--- src/rtl/t5_wbarb.sv ---
// Two-to-one Wishbone arbiter: fetch and data buses share one registered master port,
// with bounded data-priority fairness and a per-transfer ack timeout.
module t5_wbarb #(
    parameter int XLEN = 32,
    parameter int FAIR = 4,
    parameter int TMO  = 16
) (
    input  logic            sys_clk,
    input  logic            sys_rst,
    input  logic            iwb_stb,
    input  logic            iwb_wre,
    input  logic [3:0]      iwb_sel,
    input  logic [29:0]     iwb_adr,
    output logic            iwb_ack,
    output logic            iwb_err,
    output logic [XLEN-1:0] iwb_dat,
    input  logic            dwb_stb,
    input  logic            dwb_wre,
    input  logic [3:0]      dwb_sel,
    input  logic [29:0]     dwb_adr,
    input  logic [XLEN-1:0] dwb_dto,
    output logic            dwb_ack,
    output logic            dwb_err,
    output logic [XLEN-1:0] dwb_dti,
    output logic            mwb_stb,
    output logic            mwb_wre,
    output logic [3:0]      mwb_sel,
    output logic [29:0]     mwb_adr,
    output logic [XLEN-1:0] mwb_dto,
    input  logic [XLEN-1:0] mwb_dti,
    input  logic            mwb_ack
);

    localparam int DW = $clog2(FAIR + 1);
    localparam int TW = $clog2(TMO);

    localparam logic [1:0] S_IDLE = 2'd0;
    localparam logic [1:0] S_IBUS = 2'd1;
    localparam logic [1:0] S_DBUS = 2'd2;

    logic [1:0]      state_q, state_d;
    logic [DW-1:0]   dcnt_q, dcnt_d;
    logic [TW-1:0]   tcnt_q, tcnt_d;
    logic            stb_q, stb_d;
    logic            wre_q, wre_d;
    logic [3:0]      sel_q, sel_d;
    logic [29:0]     adr_q, adr_d;
    logic [XLEN-1:0] dto_q, dto_d;

    logic busy_s, timeout_s, done_s, grant_d_s;

    assign busy_s    = (state_q == S_IBUS) || (state_q == S_DBUS);
    // Ack takes precedence over a timeout landing in the same cycle.
    assign timeout_s = busy_s && (tcnt_q == TW'(TMO - 1)) && !mwb_ack;
    assign done_s    = busy_s && (mwb_ack || timeout_s);
    assign grant_d_s = dwb_stb && (!iwb_stb || (dcnt_q < DW'(FAIR)));

    // Next-state, grant capture and counter updates.
    always_comb begin
        state_d = state_q;
        dcnt_d  = dcnt_q;
        tcnt_d  = tcnt_q;
        stb_d   = stb_q;
        wre_d   = wre_q;
        sel_d   = sel_q;
        adr_d   = adr_q;
        dto_d   = dto_q;
        case (state_q)
            S_IDLE: begin
                if (grant_d_s) begin
                    state_d = S_DBUS;
                    stb_d   = 1'b1;
                    wre_d   = dwb_wre;
                    sel_d   = dwb_sel;
                    adr_d   = dwb_adr;
                    dto_d   = dwb_dto;
                    tcnt_d  = '0;
                    if (!iwb_stb) begin
                        dcnt_d = '0;
                    end else if (dcnt_q == DW'(FAIR)) begin
                        dcnt_d = dcnt_q;
                    end else begin
                        dcnt_d = dcnt_q + DW'(1);
                    end
                end else if (iwb_stb) begin
                    state_d = S_IBUS;
                    stb_d   = 1'b1;
                    wre_d   = iwb_wre;
                    sel_d   = iwb_sel;
                    adr_d   = iwb_adr;
                    dto_d   = '0;
                    tcnt_d  = '0;
                    dcnt_d  = '0;
                end else begin
                    state_d = S_IDLE;
                end
            end
            S_IBUS, S_DBUS: begin
                if (done_s) begin
                    state_d = S_IDLE;
                    stb_d   = 1'b0;
                end else begin
                    tcnt_d = tcnt_q + TW'(1);
                end
            end
            default: begin
                state_d = S_IDLE;
                stb_d   = 1'b0;
            end
        endcase
    end

    // State and master-port registers.
    always_ff @(posedge sys_clk or posedge sys_rst) begin
        if (sys_rst) begin
            state_q <= S_IDLE;
            dcnt_q  <= '0;
            tcnt_q  <= '0;
            stb_q   <= 1'b0;
            wre_q   <= 1'b0;
            sel_q   <= 4'h0;
            adr_q   <= 30'h0;
            dto_q   <= '0;
        end else begin
            state_q <= state_d;
            dcnt_q  <= dcnt_d;
            tcnt_q  <= tcnt_d;
            stb_q   <= stb_d;
            wre_q   <= wre_d;
            sel_q   <= sel_d;
            adr_q   <= adr_d;
            dto_q   <= dto_d;
        end
    end

    assign mwb_stb = stb_q;
    assign mwb_wre = wre_q;
    assign mwb_sel = sel_q;
    assign mwb_adr = adr_q;
    assign mwb_dto = dto_q;

    // Responses steered to the granted side only; the other side reads zero.
    assign iwb_ack = (state_q == S_IBUS) && mwb_ack;
    assign iwb_err = (state_q == S_IBUS) && timeout_s;
    assign iwb_dat = ((state_q == S_IBUS) && mwb_ack) ? mwb_dti : '0;
    assign dwb_ack = (state_q == S_DBUS) && mwb_ack;
    assign dwb_err = (state_q == S_DBUS) && timeout_s;
    assign dwb_dti = ((state_q == S_DBUS) && mwb_ack) ? mwb_dti : '0;

endmodule

--- config.mk ---
export PLATFORM = sky130hd
export DESIGN_NAME = t5_wbarb
export DESIGN_NICKNAME = d
export VERILOG_FILES = /design/src/rtl/t5_wbarb.sv
export SDC_FILE = /design/constraint.sdc
export NUM_CORES = 1
export LEC_CHECK = 0
export CAP_MARGIN = 20
export CORE_MARGIN = 1
export CORE_UTILIZATION = 35
export CTS_BUF_LIST = sky130_fd_sc_hd__clkbuf_4 sky130_fd_sc_hd__clkbuf_8 sky130_fd_sc_hd__clkbuf_16
export DETAILED_ROUTE_END_ITERATION = 8
export PLACE_DENSITY = 0.86
export SYNTH_ARGS = -nofsm -noshare
export SYNTH_HDL_FRONTEND = slang
export SYNTH_SLANG_ARGS = --single-unit
--- constraint.sdc ---
create_clock -name sys_clk -period 2.7 [get_ports sys_clk]
set_clock_uncertainty 0.2 [all_clocks]
set_input_delay 0.27 -clock sys_clk [delete_from_list [all_inputs] [get_ports sys_clk]]
set_output_delay 0.27 -clock sys_clk [all_outputs]
set_load 0.02 [all_outputs]
After elaboration in Yosys (flattened, before gate mapping). Index checks and enable logic that the tools add are counted.

Add/subtract/negate cells: 2. Magnitude comparators: 1. Equal/unequal tests: 8. Mux-type cells: 26. Reductions and logical operators: 21.

Operators by type and width (number): 2-to-1 mux 32 bit (4); 2-to-1 mux 30 bit (2); 2-to-1 mux 4 bit (5); 2-to-1 mux 3 bit (4); logical AND 1 bit (8); one-hot mux 4 bit (2 select lines) (1); 2-to-1 mux 1 bit (6); inequality test 3 bit, second input constant (2); AND reduction 3 bit (2); adder 4 x 1 -> 4 bit, second input constant (1); equality test 4 bit, second input constant (1); 2-to-1 mux 2 bit (2); inequality test 2 bit, second input constant (2); one-hot mux 2 bit (2 select lines) (1); AND reduction 2 bit (2); nonzero test 2 bit (2); adder 3 x 1 -> 3 bit, second input constant (1); equality test 3 bit, second input constant (1); logical OR 1 bit (3); less-than comparator 3 bit, second input constant (1); equality test 2 x 1 -> 1 bit, second input constant (1); equality test 2 bit, second input constant (1); zero test 1 bit (2); zero test 2 bit (1); 2 further kinds (2).

Register bits: 77. Input bits: 139.

Longest topological paths before layout.
Word-level depth: 8. Mapped depth: 8.

Worst setup path after synthesis. OpenSTA, ideal clock, no wires.

Path kind: flip-flop to output port. From: register state_q[1]. To: output port iwb_err. Data arrival time: 1433 ps. Required time: 2230 ps. Setup slack: 797 ps. Cell stages (with the launch flop): 6. Path buffers: 1. Cells stage by stage: dfrtp_1 -> inv_1 -> ha_1 -> clkbuf_1 -> inv_1 -> nor3_1.

Word-level cells in the longest chain between the ends: 5. Elaborated cells between the ends (all ways): 6.

Ends and longest elaborated chain: start: declaration (RTL line 41) `logic [1:0] state_q, state_d;`; start signal: assignment (RTL line 125) `state_q <= state_d;`; equality test 2 x 1 -> 1 bit / equality test 2 bit (equally long branches) (RTL line 52, 144); logical OR 1 bit (RTL line 52) `assign busy_s = (state_q == S_IBUS) || (state_q == S_DBUS);`; logical AND 1 bit (2 in a row) (RTL line 54) `assign timeout_s = busy_s && (tcnt_q == TW'(TMO - 1)) && !mwb_ack;`; logical AND 1 bit * (RTL line 144) `assign iwb_err = (state_q == S_IBUS) && timeout_s;`; end: declaration (RTL line 15) `output logic iwb_err,`.

Mark *: on every way between the ends. The rest lies on a longest branch, timed or not.

Worst setup path after layout.
From: register state_q[1]. To: output port iwb_dat[4].

Word-level cells in the longest chain between the ends: 3.

Ends and longest elaborated chain: equality test 2 x 1 -> 1 bit (RTL line 145) `assign iwb_dat = ((state_q == S_IBUS) && mwb_ack) ? mwb_dti : '0;`; logical AND 1 bit (RTL line 145); 2-to-1 mux 32 bit (RTL line 145); end: declaration (RTL line 16) `output logic [XLEN-1:0] iwb_dat,`.

Every way passes these cells.

==> summary.md <==
| Metric | Value |
|---|---|
| Status | `completed` |
| Ports | `275` |
| Slowest cell on crit path | `clkdlybuf4s50_1` |
| P_leak | `3.24 nW` |
| Drt drc | `0` |
| DR iter-0 viols | `296` |
| Core box area | `10800 um2` |
| Leading cell types in the layout, fill and taps excluded | `clkdlybuf4s50_1, dfrtp_1, and3_1` |
| Net switching power | `2.73 mW` |
| Worst skew pair latency | `0.35 ns` |
| P&R area growth vs syn | `79.3%` |
| Vias in the first global route | `3727` |
| Max clock buf depth | `2` |
| CP Launch Type | `flip-flop` |
| Clock transition at the registers of the reported paths | `0.08 ns` |
| Post-Syn Nets | `522` |
| Worst Tran Pin Value | `0.538 ns` |
| Final setup viols | `0` |
| Req. time, crit path | `2.23 ns` |
| Rel. slew slack | `64.1%` |
| Initial antenna violation count | `3` |
| First-pass GRT wire length | `19.5 mm` |
| Crit. End Element | `primary output` |
| Combinational Power Share | `55.2%` |
| Synth Instances | `377` |
| Ys async rst share | `100%` |
| Post-synth EDFFs | `0` |
| #FFs+latches synth | `77` |
| Syn Area/Cell | `10.3 um2` |
| Fmax | `389 MHz` |
| Setup slack, reg-to-reg | `0.70 ns` |
| # clock sinks | `77` |
| CTS H-tree lvls | `3` |
| GPL Wtd Cong | `1.04` |
| Clock share of power | `14.6%` |
| Tot GR Track Use | `22.2%` |
| Initial core utilization | `35.9%` |
| Slowest stage delay, CP | `0.60 ns` |
| Post-route clock period utilization | `95.2%` |
| Cell Pwr Density | `965 nW/um2` |
| Via count | `3942` |
| CTS tree | `built` |
| Wire per inst | `16.5 um` |
| Post-synth cell types | `36` |
| Sequential power share | `30.2%` |
| Int Pwr | `4.01 mW` |
| Crit path max fanout | `19` |
| RSZ-0062 raised after global routing | `false` |
| Most common cell after layout, fill and taps aside | `clkdlybuf4s50_1` |
| Final Slew Violations | `0` |
| Post-layout util | `64.4%` |
| Total die area | `11500 um2` |
| Worst path cell trace | `inv_1, ha_4, buf_4, and3_1, clkdlybuf4s50_1` |
| Pin count of the biggest net entering global routing | `78` |
| Maxcap violations | `0` |
| R2r worst-path depth | `5` |
| Total gr overflow | `0` |
| Routed WL | `12.9 mm` |
| Hold WC Path Type | `input pin to asynchronous set/reset pin` |
| Die Wd | `107 um` |
| Adder-Cell Fraction of Synth Area | `1.93%` |
| R2r endpoint | `mwb_adr[18]$_DFFE_PP0P_` |
| Nets | `779` |
| Simple-gate share of the synthesized area | `17.7%` |
| Final hold viol count | `0` |
| Setup TNS Final | `0 ns` |
| WS Path Type | `flip-flop to primary output` |
| Root buffer cell | `clkbuf_8` |
| Reg-to-Reg Start | `state_q[0]$_DFFE_PP0P_` |
| Synth warnings | `0` |
| Port Buf Inserts | `274` |
| Via density | `5.05` |
| Mux contribution to synthesized area | `9.55%` |
| Clock period minus worst slack | `2.57 ns` |
| Antenna Nets Post-Route | `0` |
| Post-synthesis compound-gate area fraction | `15.5%` |
| Peak VDD IR | `0.542 mV` |
| Detailed placement HPWL | `9.92 mm` |
| Cell row count | `38` |
| Die Y | `107 um` |
| Netlist Area Pre-Place | `3890 um2` |
| Main synth FF type | `dfrtp_1` |
| Main combinational cell family by area after synthesis | `simple AND/OR/NAND/NOR gates` |
| Hold_buf cts | `0` |
| Sequential area share after synthesis | `49.5%` |
| Synth Area in XOR/XNOR | `0%` |
| Num CTS Buffers | `9` |
| CP arrival | `2.10 ns` |
| Drt first pass iters | `4` |
| Net Sw Frac | `40.5%` |
| Layout cells sized above 1 | `4.55%` |
==> power groups by stage <==
stage               Combinational, mW  Sequential (mW)  Clock, mW
floorplan                        1.34             2.63          0
global placement                 3.60             2.01          0
detailed placement               3.71             2.05          0
CTS                              3.73             2.04       1.00
global route                     3.97             2.11       1.06
finish                           3.71             2.04      0.982
==> logic make-up after synthesis <==
kind of cell / after synthesis
buffers and inverters: 43
muxes: 37
adders and majority gates: 6
and+or+nand+nor: 128
AOI/OAI and AO/OA: 86
DFF: 77
==> worst max-delay path, delay by kind of cell (launching register included) <==
kind | cells | cell delay, ns
and+or+nand+nor | 1 | 0.18
DFF | 1 | 0.38
buffers and inverters | 3 | 0.95
adders and majority gates | 1 | 0.23
==> worst max path at each step <==
stage                     depth (start not counted)                     to                   start  slack, ns
after floorplan                                   1  dcnt_q[0]$_DFFE_PP0P_                 sys_rst       0.26
after global placement                            4            dwb_dti[20]                 mwb_ack       0.29
after detailed placement                          4            dwb_dti[20]                 mwb_ack       0.26
after CTS                                         5                iwb_err  state_q[0]$_DFFE_PP0P_      0.007
after global routing                              5            iwb_dat[11]  state_q[1]$_DFFE_PP0P_      0.003
final                                             5             iwb_dat[4]  state_q[1]$_DFFE_PP0P_       0.13
==> sequential cells by signal, summed over array words and instances (netlist names) <==
register and cells:
mwb_dto 32, state_q 2, mwb_adr 30, tcnt_q 4
mwb_sel 4, mwb_stb 1, mwb_wre 1, dcnt_q 3
==> synthesized netlist by cell type, types with 2 or more instances <==
| master | instances | share of area, % |
|---|---|---|
| inv_1 | 8 | 0.77 |
| o21ai_0 | 38 | 4.9 |
| buf_2 | 7 | 0.90 |
| a21oi_1 | 2 | 0.26 |
| and2_1 | 4 | 0.64 |
| nand3_1 | 2 | 0.26 |
| buf_6 | 5 | 1.4 |
| nand2b_1 | 2 | 0.32 |
| dfrtp_1 | 77 | 50 |
| buf_4 | 5 | 0.96 |
| nor2_1 | 4 | 0.39 |
| nand2_1 | 41 | 4.0 |
| nor3_1 | 2 | 0.26 |
| nor2b_1 | 2 | 0.32 |
| clkbuf_1 | 18 | 1.7 |
| mux2i_1 | 36 | 9.3 |
| or3_1 | 2 | 0.32 |
| o221ai_1 | 3 | 0.68 |
| a22o_1 | 34 | 7.7 |
| ha_1 | 6 | 1.9 |
| and3_1 | 64 | 10 |
==> metal layers <==
| metal | routed length, um | global-route usage, % |
|---|---|---|
| met4 | 574 | 12.5 |
| met5 | 0 | 0 |
| met3 | 970 | 5.99 |
| met1 | 4630 | 22.9 |
| met2 | 6680 | 40.6 |
==> layout make-up <==
type	instances	area, um2
diodes	3	7.51
clock buffers	10	138
clock inverters	5	82.6
fillers	844	3860
inverters	8	30.0
multi-input cells	257	1770
flip-flops and latches	77	1930
well taps	140	175
repair buffers	281	2850
==> per-stage QoR <==
step	hold WS, ns	area, um2	setup WS, ns	power, mW	instances
after floorplan	0.210	3890	0.263	3.98	377
after global placement	0.261	6720	0.288	5.61	763
after detailed placement	0.271	6720	0.258	5.76	763
after CTS	0.133	6940	0.00721	6.77	778
after global routing	0.123	6980	0.00267	7.15	781
final	0.0918	6980	0.129	6.73	781
==> timing repair <==
action                     CTS  global route
gates resized for setup      1             7
hold endpoints to repair     0             0
setup endpoints to repair   19            21
cloned                       0             0
setup buffers                0             0
(Power assumes the default switching activity.)
